## src/rtl/fc_mac_pkg.sv

```systemverilog
// ---------------------------------------------------------------------------
// fc_mac_pkg
// Shared constants for the FC-layer multiply-accumulate engine: default
// operand/accumulator/result widths and the helpers that derive the signed
// saturation limits of the result from its width.
// No ports (package).
// ---------------------------------------------------------------------------
package fc_mac_pkg;

  localparam int FC_DIN0_WIDTH = 16;
  localparam int FC_DIN1_WIDTH = 16;
  localparam int FC_NUM_STAGE  = 3;
  localparam int FC_ACC_WIDTH  = 40;
  localparam int FC_OUT_WIDTH  = 32;

  // Limits are computed wide enough for any practical accumulator width and
  // then narrowed by the caller to its own accumulator width.
  localparam int FC_LIMIT_WIDTH = 128;

  // Largest value representable in a signed out_width-bit result.
  function automatic logic signed [FC_LIMIT_WIDTH-1:0] fc_sat_max(input int out_width);
    logic signed [FC_LIMIT_WIDTH-1:0] one_v;
    one_v = 128'sd1;
    return (one_v <<< (out_width - 1)) - 128'sd1;
  endfunction

  // Smallest value representable in a signed out_width-bit result (-max-1).
  function automatic logic signed [FC_LIMIT_WIDTH-1:0] fc_sat_min(input int out_width);
    return ~fc_sat_max(out_width);
  endfunction

endpackage

```

## src/rtl/fc_mac_mul_pipe.sv

```systemverilog
// ---------------------------------------------------------------------------
// fc_mac_mul_pipe
// NUM_STAGE-deep signed multiplier. The full-width product and its sideband
// (valid/first/last) travel together through a shift register that freezes
// when ce is low. The first register captures the product directly, so the
// structure maps onto DSP multiplier/pipeline registers.
// Ports:
//   ap_clk, ap_rst_n      clock, asynchronous active-low reset
//   ce                    clock enable, 0 holds every register
//   in_valid/first/last   input beat sideband
//   din0, din1            signed operands
//   pipe_valid/first/last sideband leaving the last stage
//   pipe_prod             signed product leaving the last stage
// ---------------------------------------------------------------------------
module fc_mac_mul_pipe
  import fc_mac_pkg::*;
#(
  parameter int DIN0_WIDTH = FC_DIN0_WIDTH,
  parameter int DIN1_WIDTH = FC_DIN1_WIDTH,
  parameter int NUM_STAGE  = FC_NUM_STAGE
) (
  input  logic                                      ap_clk,
  input  logic                                      ap_rst_n,
  input  logic                                      ce,
  input  logic                                      in_valid,
  input  logic [DIN0_WIDTH-1:0]                     din0,
  input  logic [DIN1_WIDTH-1:0]                     din1,
  input  logic                                      first,
  input  logic                                      last,
  output logic                                      pipe_valid,
  output logic                                      pipe_first,
  output logic                                      pipe_last,
  output logic signed [DIN0_WIDTH+DIN1_WIDTH-1:0]   pipe_prod
);

  localparam int PW = DIN0_WIDTH + DIN1_WIDTH;

  logic signed [PW-1:0]  a_ext;
  logic signed [PW-1:0]  b_ext;
  logic signed [PW-1:0]  mul_res;
  logic signed [PW-1:0]  prod_d [NUM_STAGE];
  logic signed [PW-1:0]  prod_q [NUM_STAGE];
  logic [NUM_STAGE-1:0]  valid_d, valid_q;
  logic [NUM_STAGE-1:0]  first_d, first_q;
  logic [NUM_STAGE-1:0]  last_d,  last_q;

  // Multiply and next-state of the product/sideband shift register.
  always_comb begin
    // Sign-extend both operands to the product width; the truncated
    // PW x PW product is then the exact signed product.
    a_ext   = {{DIN1_WIDTH{din0[DIN0_WIDTH-1]}}, din0};
    b_ext   = {{DIN0_WIDTH{din1[DIN1_WIDTH-1]}}, din1};
    mul_res = a_ext * b_ext;
    prod_d  = prod_q;
    valid_d = valid_q;
    first_d = first_q;
    last_d  = last_q;
    if (ce) begin
      prod_d[0]  = mul_res;
      valid_d[0] = in_valid;
      first_d[0] = first;
      last_d[0]  = last;
      for (int i = 1; i < NUM_STAGE; i++) begin
        prod_d[i]  = prod_q[i-1];
        valid_d[i] = valid_q[i-1];
        first_d[i] = first_q[i-1];
        last_d[i]  = last_q[i-1];
      end
    end else begin
      prod_d  = prod_q;
      valid_d = valid_q;
      first_d = first_q;
      last_d  = last_q;
    end
  end

  // Pipeline registers; reset drops every in-flight product.
  always_ff @(posedge ap_clk or negedge ap_rst_n) begin
    if (!ap_rst_n) begin
      for (int i = 0; i < NUM_STAGE; i++) begin
        prod_q[i] <= {PW{1'b0}};
      end
      valid_q <= {NUM_STAGE{1'b0}};
      first_q <= {NUM_STAGE{1'b0}};
      last_q  <= {NUM_STAGE{1'b0}};
    end else begin
      prod_q  <= prod_d;
      valid_q <= valid_d;
      first_q <= first_d;
      last_q  <= last_d;
    end
  end

  assign pipe_prod  = prod_q[NUM_STAGE-1];
  assign pipe_valid = valid_q[NUM_STAGE-1];
  assign pipe_first = first_q[NUM_STAGE-1];
  assign pipe_last  = last_q[NUM_STAGE-1];

endmodule

```

## src/rtl/fc_mac_pipe.sv

```systemverilog
// ---------------------------------------------------------------------------
// fc_mac_pipe
// Pipelined signed multiply-accumulate for the FC layer. Products from
// fc_mac_mul_pipe are summed over a frame delimited by first/last; one
// saturated result is emitted per frame, NUM_STAGE+1 enabled cycles after
// the last beat.
// Build option: define FC_MAC_RELU_EN to clamp negative results to zero
// after saturation (sat still reports only the saturation clamp).
// Ports:
//   ap_clk, ap_rst_n  clock, asynchronous active-low reset
//   ce                clock enable, 0 holds every register incl. out_valid
//   in_valid          din0/din1/first/last valid this beat
//   din0, din1        signed activation / weight
//   first, last       frame delimiters
//   out_valid         one enabled-cycle pulse, dout/sat valid
//   dout              saturated signed frame sum
//   sat               dout was clamped
// ---------------------------------------------------------------------------
module fc_mac_pipe
  import fc_mac_pkg::*;
#(
  parameter int DIN0_WIDTH = FC_DIN0_WIDTH,
  parameter int DIN1_WIDTH = FC_DIN1_WIDTH,
  parameter int NUM_STAGE  = FC_NUM_STAGE,
  parameter int ACC_WIDTH  = FC_ACC_WIDTH,
  parameter int OUT_WIDTH  = FC_OUT_WIDTH
) (
  input  logic                  ap_clk,
  input  logic                  ap_rst_n,
  input  logic                  ce,
  input  logic                  in_valid,
  input  logic [DIN0_WIDTH-1:0] din0,
  input  logic [DIN1_WIDTH-1:0] din1,
  input  logic                  first,
  input  logic                  last,
  output logic                  out_valid,
  output logic [OUT_WIDTH-1:0]  dout,
  output logic                  sat
);

  localparam int PW = DIN0_WIDTH + DIN1_WIDTH;
  localparam logic signed [ACC_WIDTH-1:0] SAT_MAX = ACC_WIDTH'(fc_sat_max(OUT_WIDTH));
  localparam logic signed [ACC_WIDTH-1:0] SAT_MIN = ACC_WIDTH'(fc_sat_min(OUT_WIDTH));

  logic                        pipe_valid, pipe_first, pipe_last;
  logic signed [PW-1:0]        pipe_prod;
  logic signed [ACC_WIDTH-1:0] prod_ext;
  logic signed [ACC_WIDTH-1:0] acc_next;
  logic signed [ACC_WIDTH-1:0] acc_d, acc_q;
  logic [OUT_WIDTH-1:0]        clamp_val;
  logic                        clamp_hit;
  logic [OUT_WIDTH-1:0]        res_val;
  logic                        out_valid_d, out_valid_q;
  logic [OUT_WIDTH-1:0]        dout_d, dout_q;
  logic                        sat_d, sat_q;

  fc_mac_mul_pipe #(
    .DIN0_WIDTH (DIN0_WIDTH),
    .DIN1_WIDTH (DIN1_WIDTH),
    .NUM_STAGE  (NUM_STAGE)
  ) u_mul_pipe (
    .ap_clk     (ap_clk),
    .ap_rst_n   (ap_rst_n),
    .ce         (ce),
    .in_valid   (in_valid),
    .din0       (din0),
    .din1       (din1),
    .first      (first),
    .last       (last),
    .pipe_valid (pipe_valid),
    .pipe_first (pipe_first),
    .pipe_last  (pipe_last),
    .pipe_prod  (pipe_prod)
  );

  // Accumulate, saturate, optional ReLU and output next-state.
  always_comb begin
    prod_ext = ACC_WIDTH'(pipe_prod);
    // A first beat restarts the sum, which also silently drops any frame
    // that never saw its last beat. Addition wraps at ACC_WIDTH.
    if (pipe_valid) begin
      if (pipe_first) begin
        acc_next = prod_ext;
      end else begin
        acc_next = acc_q + prod_ext;
      end
    end else begin
      acc_next = acc_q;
    end

    if (acc_next > SAT_MAX) begin
      clamp_val = SAT_MAX[OUT_WIDTH-1:0];
      clamp_hit = 1'b1;
    end else if (acc_next < SAT_MIN) begin
      clamp_val = SAT_MIN[OUT_WIDTH-1:0];
      clamp_hit = 1'b1;
    end else begin
      clamp_val = acc_next[OUT_WIDTH-1:0];
      clamp_hit = 1'b0;
    end

`ifdef FC_MAC_RELU_EN
    if (clamp_val[OUT_WIDTH-1]) begin
      res_val = {OUT_WIDTH{1'b0}};
    end else begin
      res_val = clamp_val;
    end
`else
    res_val = clamp_val;
`endif

    acc_d       = acc_q;
    out_valid_d = out_valid_q;
    dout_d      = dout_q;
    sat_d       = sat_q;
    if (ce) begin
      acc_d       = acc_next;
      out_valid_d = pipe_valid & pipe_last;
      if (pipe_valid & pipe_last) begin
        dout_d = res_val;
        sat_d  = clamp_hit;
      end else begin
        dout_d = dout_q;
        sat_d  = sat_q;
      end
    end else begin
      acc_d       = acc_q;
      out_valid_d = out_valid_q;
    end
  end

  // Accumulator and registered outputs.
  always_ff @(posedge ap_clk or negedge ap_rst_n) begin
    if (!ap_rst_n) begin
      acc_q       <= {ACC_WIDTH{1'b0}};
      out_valid_q <= 1'b0;
      dout_q      <= {OUT_WIDTH{1'b0}};
      sat_q       <= 1'b0;
    end else begin
      acc_q       <= acc_d;
      out_valid_q <= out_valid_d;
      dout_q      <= dout_d;
      sat_q       <= sat_d;
    end
  end

  assign out_valid = out_valid_q;
  assign dout      = dout_q;
  assign sat       = sat_q;

endmodule

```

## config.mk

```make
export PLATFORM = sky130hd
export DESIGN_NAME = fc_mac_pipe
export DESIGN_NICKNAME = d
export VERILOG_FILES = /design/src/rtl/fc_mac_pkg.sv /design/src/rtl/fc_mac_mul_pipe.sv /design/src/rtl/fc_mac_pipe.sv
export SDC_FILE = /design/constraint.sdc
export NUM_CORES = 1
export LEC_CHECK = 0
export BUFFER_PORTS_ARGS = -buffer_cell sky130_fd_sc_hd__buf_2
export CAP_MARGIN = 20
export CORE_MARGIN = 5
export CORE_UTILIZATION = 45
export CTS_CLUSTER_DIAMETER = 40
export CTS_CLUSTER_SIZE = 12
export DETAILED_ROUTE_END_ITERATION = 12
export GPL_TIMING_DRIVEN = 0
export SYNTH_ARGS = -nofsm -noshare
export SYNTH_HDL_FRONTEND = slang
export SYNTH_HIERARCHICAL = 1
export SYNTH_SLANG_ARGS = --single-unit
```

## constraint.sdc

```tcl
create_clock -name ap_clk -period 5 [get_ports ap_clk]
set_input_delay 1 -clock ap_clk [delete_from_list [all_inputs] [get_ports ap_clk]]
set_output_delay 1 -clock ap_clk [all_outputs]
set_load 0.005 [all_outputs]
```

* Yosys cells after proc, flatten, opt, wreduce, memory -nomap -nowiden
Index checks and enable logic that the tools add are counted.
** Word-level totals
- Bits in latches :: 0
- Bits in writable memories :: 0
- Register bits after elaboration :: 179
- Memories :: 0
- Word-level logic and storage cells :: 22
- Memory bits (read-only) :: 0
- Input bits :: 38
** Operators by class
- Multiplexer cells :: 6
- Equal/unequal tests :: 0
- Magnitude comparators :: 2
- Reductions and logical operators :: 1
- Multipliers :: 1
- Div/mod/pow operators :: 0
- $add $sub $neg :: 1
- Shift operators :: 0
- Bitwise logic cells :: 1
** Operator list (number)
- two-way mux 40 bit :: 2
- two-way mux 32 bit :: 2
- adder 40 x 32 -> 40 bit :: 1
- > comparator 40 x 32 -> 1 bit (second input constant) :: 1
- < comparator 40 x 32 -> 1 bit (second input constant) :: 1
- multiplier 16 x 16 -> 32 bit :: 1
- two-way mux 1 bit :: 2
- AND reduction 2 bit :: 1
- bitwise AND 1 bit :: 1

* Logic depth before layout (Yosys ltp)
- Depth after elaboration :: 6
- Gate-level depth with buffers :: 23
- Mapped depth without buffers :: 21

* By module
The synthesis kept the hierarchy.
** Modules (own cells, without submodules)
- fc_mac_mul_pipe :: times used 1, area each 14371.3 um2, cells an instance 1446
- fc_mac_pipe :: times used 1, area each 6226.0 um2, cells an instance 797

* Least setup slack after synthesis
No wires, ideal clock.
- Path type :: input to register
- From :: in din0[15]
- To :: reg u_mul_pipe/prod_q[93] in the netlist's numbering
- Buffers on the path :: 2
- Setup time :: 0.145 ns
- Data arrival time :: 6.498 ns
- Cell stages on the path :: 19
- Required time :: 4.855 ns
- Setup slack :: -1.643 ns
- Cells stage by stage :: clkbuf_1 nand2_1 fa_1 inv_1 fa_1 fa_1 fa_1 fa_1 inv_1 fa_1 inv_1 ha_1 clkbuf_1 and3_1 a211o_1 o221ai_1 nor2_1 o311ai_1 o221ai_1
** On the way
- Longest elaborated chain between the ends :: 1
** Ends and longest elaborated chain
- start, declared :: line fc_mac_pipe.sv:32 : input logic [DIN0_WIDTH-1:0] din0,
- multiplier 16 x 16 -> 32 bit :: line fc_mac_mul_pipe.sv:53 : mul_res = a_ext * b_ext;
- end signal, assigned by index :: line fc_mac_mul_pipe.sv:81 : prod_q[i] <= {PW{1'b0}};
- end signal, assigned :: line fc_mac_mul_pipe.sv:87 : prod_q <= prod_d;
- end, declared :: line fc_mac_mul_pipe.sv:42 : logic signed [PW-1:0] prod_q [NUM_STAGE];
No other way between the ends.
A chain may end at the register's enable or synchronous reset.

* Worst setup path after layout
- From :: in din0[5]
- To :: reg u_mul_pipe/prod_q[86] in the netlist's numbering
The elaborated chain is that of the path after synthesis.

==> impl_results.md <==
* Outcome: finished with violations
* #FFs+latches synth at approximately 180
* Pins Over Slew Limit at 0
* Final setup margin at -1080 ps
* Layout cells sized above 1 at 26.4%
* # IOs at slightly above 70
* Core Region at 0.0453 mm2
* Register area share after synthesis at 21.7%
* Placed cells at 2915
* GRT Resource Usage Total at about a quarter
* Failing checks: setup timing
* Synth Warn # at 6
* Largest net degree at the start of global routing at around 110
* First DRT Iteration DRCs at between 1000 and 1500
* CP max stage cell: fa_1
* CP top delay family: adder cells
* WP data required at ~5400 ps
* Final Setup Violations at 23
* Routed len/inst at just over 20 um
* DRT Pass-1 Iters at 5
* Worst-case reg-to-reg path depth at 14
* Total wire length at 61.8 mm
* CP Depth at 24
* Total number of vias at between 15000 and 20000
* Root Buffer: clkbuf_16
* Tmin final at 6080 ps
* ANT nets after route at 0
* CP most frequent cell: fa_1
* Clk buf depth at 2
* Syn Inst Count at around 2200
* Setup Skew at between 10 and 15 ps
* Crit path max fanout at 8
* Number of global-route vias before repair at between 15000 and 20000
* Worst Tran Pin Value at ~1000 ps
* Number of flops mapped to enable cells by yosys at 0
* Worst-path cell chain: buf_12 -> clkbuf_16 -> and2_1 -> fa_1 -> inv_1 -> fa_1 -> inv_1 -> fa_1 -> fa_2 -> fa_1 -> inv_2 -> fa_1 -> inv_2 -> ha_4 -> buf_6 -> a211oi_4 -> nor2_2 -> a2111oi_4 -> buf_6 -> a21oi_4 -> buf_4 -> buf_6 -> o21a_1 -> o31ai_2
* Die Y at approximately 220 um
* H-Tree Depth at 4
* PortBufs at 71
* Detailed placer's ending HPWL at roughly 48 mm
* Clock Pin Slew Worst Setup and Hold Paths at 70 ps
* Slowest stage delay, CP at between 500 and 600 ps
* Synth cell types at 81
* Hold Path Cell Cnt at 2
* Grt ovf at 0
* F_max at 164 MHz
* Cell Count, Final, Fillers Out at around 3100
* Hold Path Class: reg -> reg
* CTS sink count at between 150 and 200
* Drc violations at 0
* Critical path buffers and inverters at 10
* Mapped cell area at a little over 0.02 mm2
* FFs w/ async S/R, synth at 100%
* Initial core utilization at roughly 45%
* Syn_area_per_cell at 9.18 um2
* Crit Path Class: in -> reg
* Hold Fails Final Rpt at 0
* Setup crit end kind: flop
* Vias/cell at roughly 5.5
* Overall die area at 0.0502 mm2
* CTS tree: yes
* Period utilisation layout at 122%
* Gp weighted congestion at 0.962
* Main flop type after synthesis: dfrtp_1
* Critical Path Start Type: primary input
* Area grow syn2layout at 22.6%
* First-pass GRT wire length at 97.8 mm
* Overall die width at 224 um
* CTS Buf Count at 17
* Max-cap viol count at 0
* Hold Buf Count CTS at 0
* Clock insertion delay at the later pin of the skew report at around 460 ps
* CP arrival at 6440 ps
* Slew HR at 32.8%
* Site Rows at between 70 and 80
* Initial antenna violation count at 1
* # nets final at approximately 2900
* RSZ-0062 raised after global routing: true
* Syn_nets at 2665
## worst paths after layout
path	start	to	slack [ps]
min	dout[3]$_DFFE_PN0P_	dout[3]$_DFFE_PN0P_	480
max	din0[5]	u_mul_pipe/prod_q[86]$_DFFE_PN0P_	-1080
max in group asynchronous	ap_rst_n	acc_q[22]$_DFFE_PN0P_	3540
min in group asynchronous	ap_rst_n	u_mul_pipe/prod_q[65]$_DFFE_PN0P_	500
max reg2reg	u_mul_pipe/pipe_prod[8]$_DFFE_PN0P_	dout[11]$_DFFE_PN0P_	350
min reg2reg	dout[3]$_DFFE_PN0P_	dout[3]$_DFFE_PN0P_	480
## layer usage
| metal | vias up | part of all wire (%) | track usage, % |
|---|---|---|---|
| met4 | 2 | 2.6 | 6.64 |
| met3 | 112 | 6.7 | 5.58 |
| met2 | 501 | 46 | 39.3 |
| li1 | 7674 | - | - |
| met1 | 8558 | 45 | 35.1 |
| met5 | - | 0.12 | 0 |
## worst min-delay path, cell delays in order (launching register included)
cell and delay, ps:
dfrtp_1 350, nand2_1 50, o21ai_0 60
## layout make-up
type / count / area, um2
clock buffer: 17 / 425
clock inverter: 15 / 185
inverter: 353 / 1340
multi-input combinational: 1574 / 15200
tap: 600 / 751
fill: 4086 / 20000
buffer: 136 / 1260
antenna: 2 / 5.00
timing repair buffer: 181 / 1650
sequential: 179 / 4480
## cell usage in the layout (no fill, tap or decap), types with 37 or more instances in the layout
cell type  count
nand2_1      250
nor2_1        83
a21oi_1       76
fa_1         238
buf_2         61
and2_1       112
clkbuf_16     37
buf_6         49
buf_4        112
inv_1        308
mux2_2        85
ha_1          92
dfrtp_1      179
o21ai_0       88
inv_2         40
## stage by stage
step	setup TNS [ps]	setup slack, ps	utilization (%)	area [um2]	hold WS [ps]
2_1_floorplan	-17020	-1140	-	21200	446
3_3_place_gp	-33140	-1940	49.2	22300	461
3_5_place_dp	-34320	-2040	49.3	22300	470
4_1_cts	-16320	-1020	54.0	24400	489
5_1_grt	-20110	-1200	55.8	25300	509
6_report	-17070	-1080	55.8	25300	484
## Yosys cell counts (4+ instances only)
master | number | area share (%)
and3_1 | 4 | 0.12
a21boi_0 | 16 | 0.58
a221oi_1 | 5 | 0.21
fa_1 | 263 | 26
buf_2 | 22 | 0.53
o21ai_0 | 96 | 2.3
buf_1 | 6 | 0.11
mux2i_1 | 9 | 0.44
o2111ai_1 | 4 | 0.17
a21oi_2 | 6 | 0.26
o21ai_2 | 4 | 0.17
and2_1 | 129 | 3.9
o21bai_1 | 10 | 0.36
buf_4 | 37 | 1.3
nand2b_1 | 11 | 0.33
o21a_1 | 14 | 0.51
nand2_1 | 269 | 4.9
xor2_1 | 20 | 0.85
nand4_1 | 26 | 0.79
nor2_1 | 95 | 1.7
a31oi_1 | 20 | 0.61
dfrtp_1 | 179 | 22
nor3_1 | 19 | 0.46
nor4_1 | 6 | 0.18
o211ai_1 | 16 | 0.58
o31ai_1 | 15 | 0.55
xnor2_1 | 37 | 1.6
or2_2 | 5 | 0.15
inv_1 | 352 | 6.4
a21o_1 | 19 | 0.69
nand3_1 | 24 | 0.58
o21ai_1 | 21 | 0.51
ha_1 | 121 | 7.4
mux2_2 | 90 | 4.9
a211oi_1 | 9 | 0.33
nor2b_1 | 10 | 0.30
or3_1 | 10 | 0.30
a21oi_1 | 97 | 2.4
clkbuf_1 | 69 | 1.3
o31a_1 | 5 | 0.21
## cells by family after synthesis
kind of cell | Yosys count | share of synthesized area, %
and+or+nand+nor | 627 | 14.6
xor gates and xnor gates | 58 | 2.53
muxes | 99 | 5.36
adders and majority gates | 384 | 32.9
DFF | 179 | 21.7
AOI/OAI and AO/OA | 406 | 13.0
buffers and inverters | 490 | 9.85
## sequential cells by signal, summed over array words and instances, names as in the netlist
name / count
out_valid: 1
u_mul_pipe/first_q: 3
u_mul_pipe/valid_q: 3
u_mul_pipe/last_q: 3
acc_q: 40
u_mul_pipe/pipe_prod: 32
sat: 1
dout: 32
u_mul_pipe/prod_q: 64
## what timing repair did
action	CTS	global route
resized for setup	201	158
pin swaps	114	98
setup endpoints to repair	24	24
gates cloned	1	0
buffers inserted	73	36
Power is not shown: default switching activity piles up to over one toggle a cycle in this logic, so the estimate is an artifact.
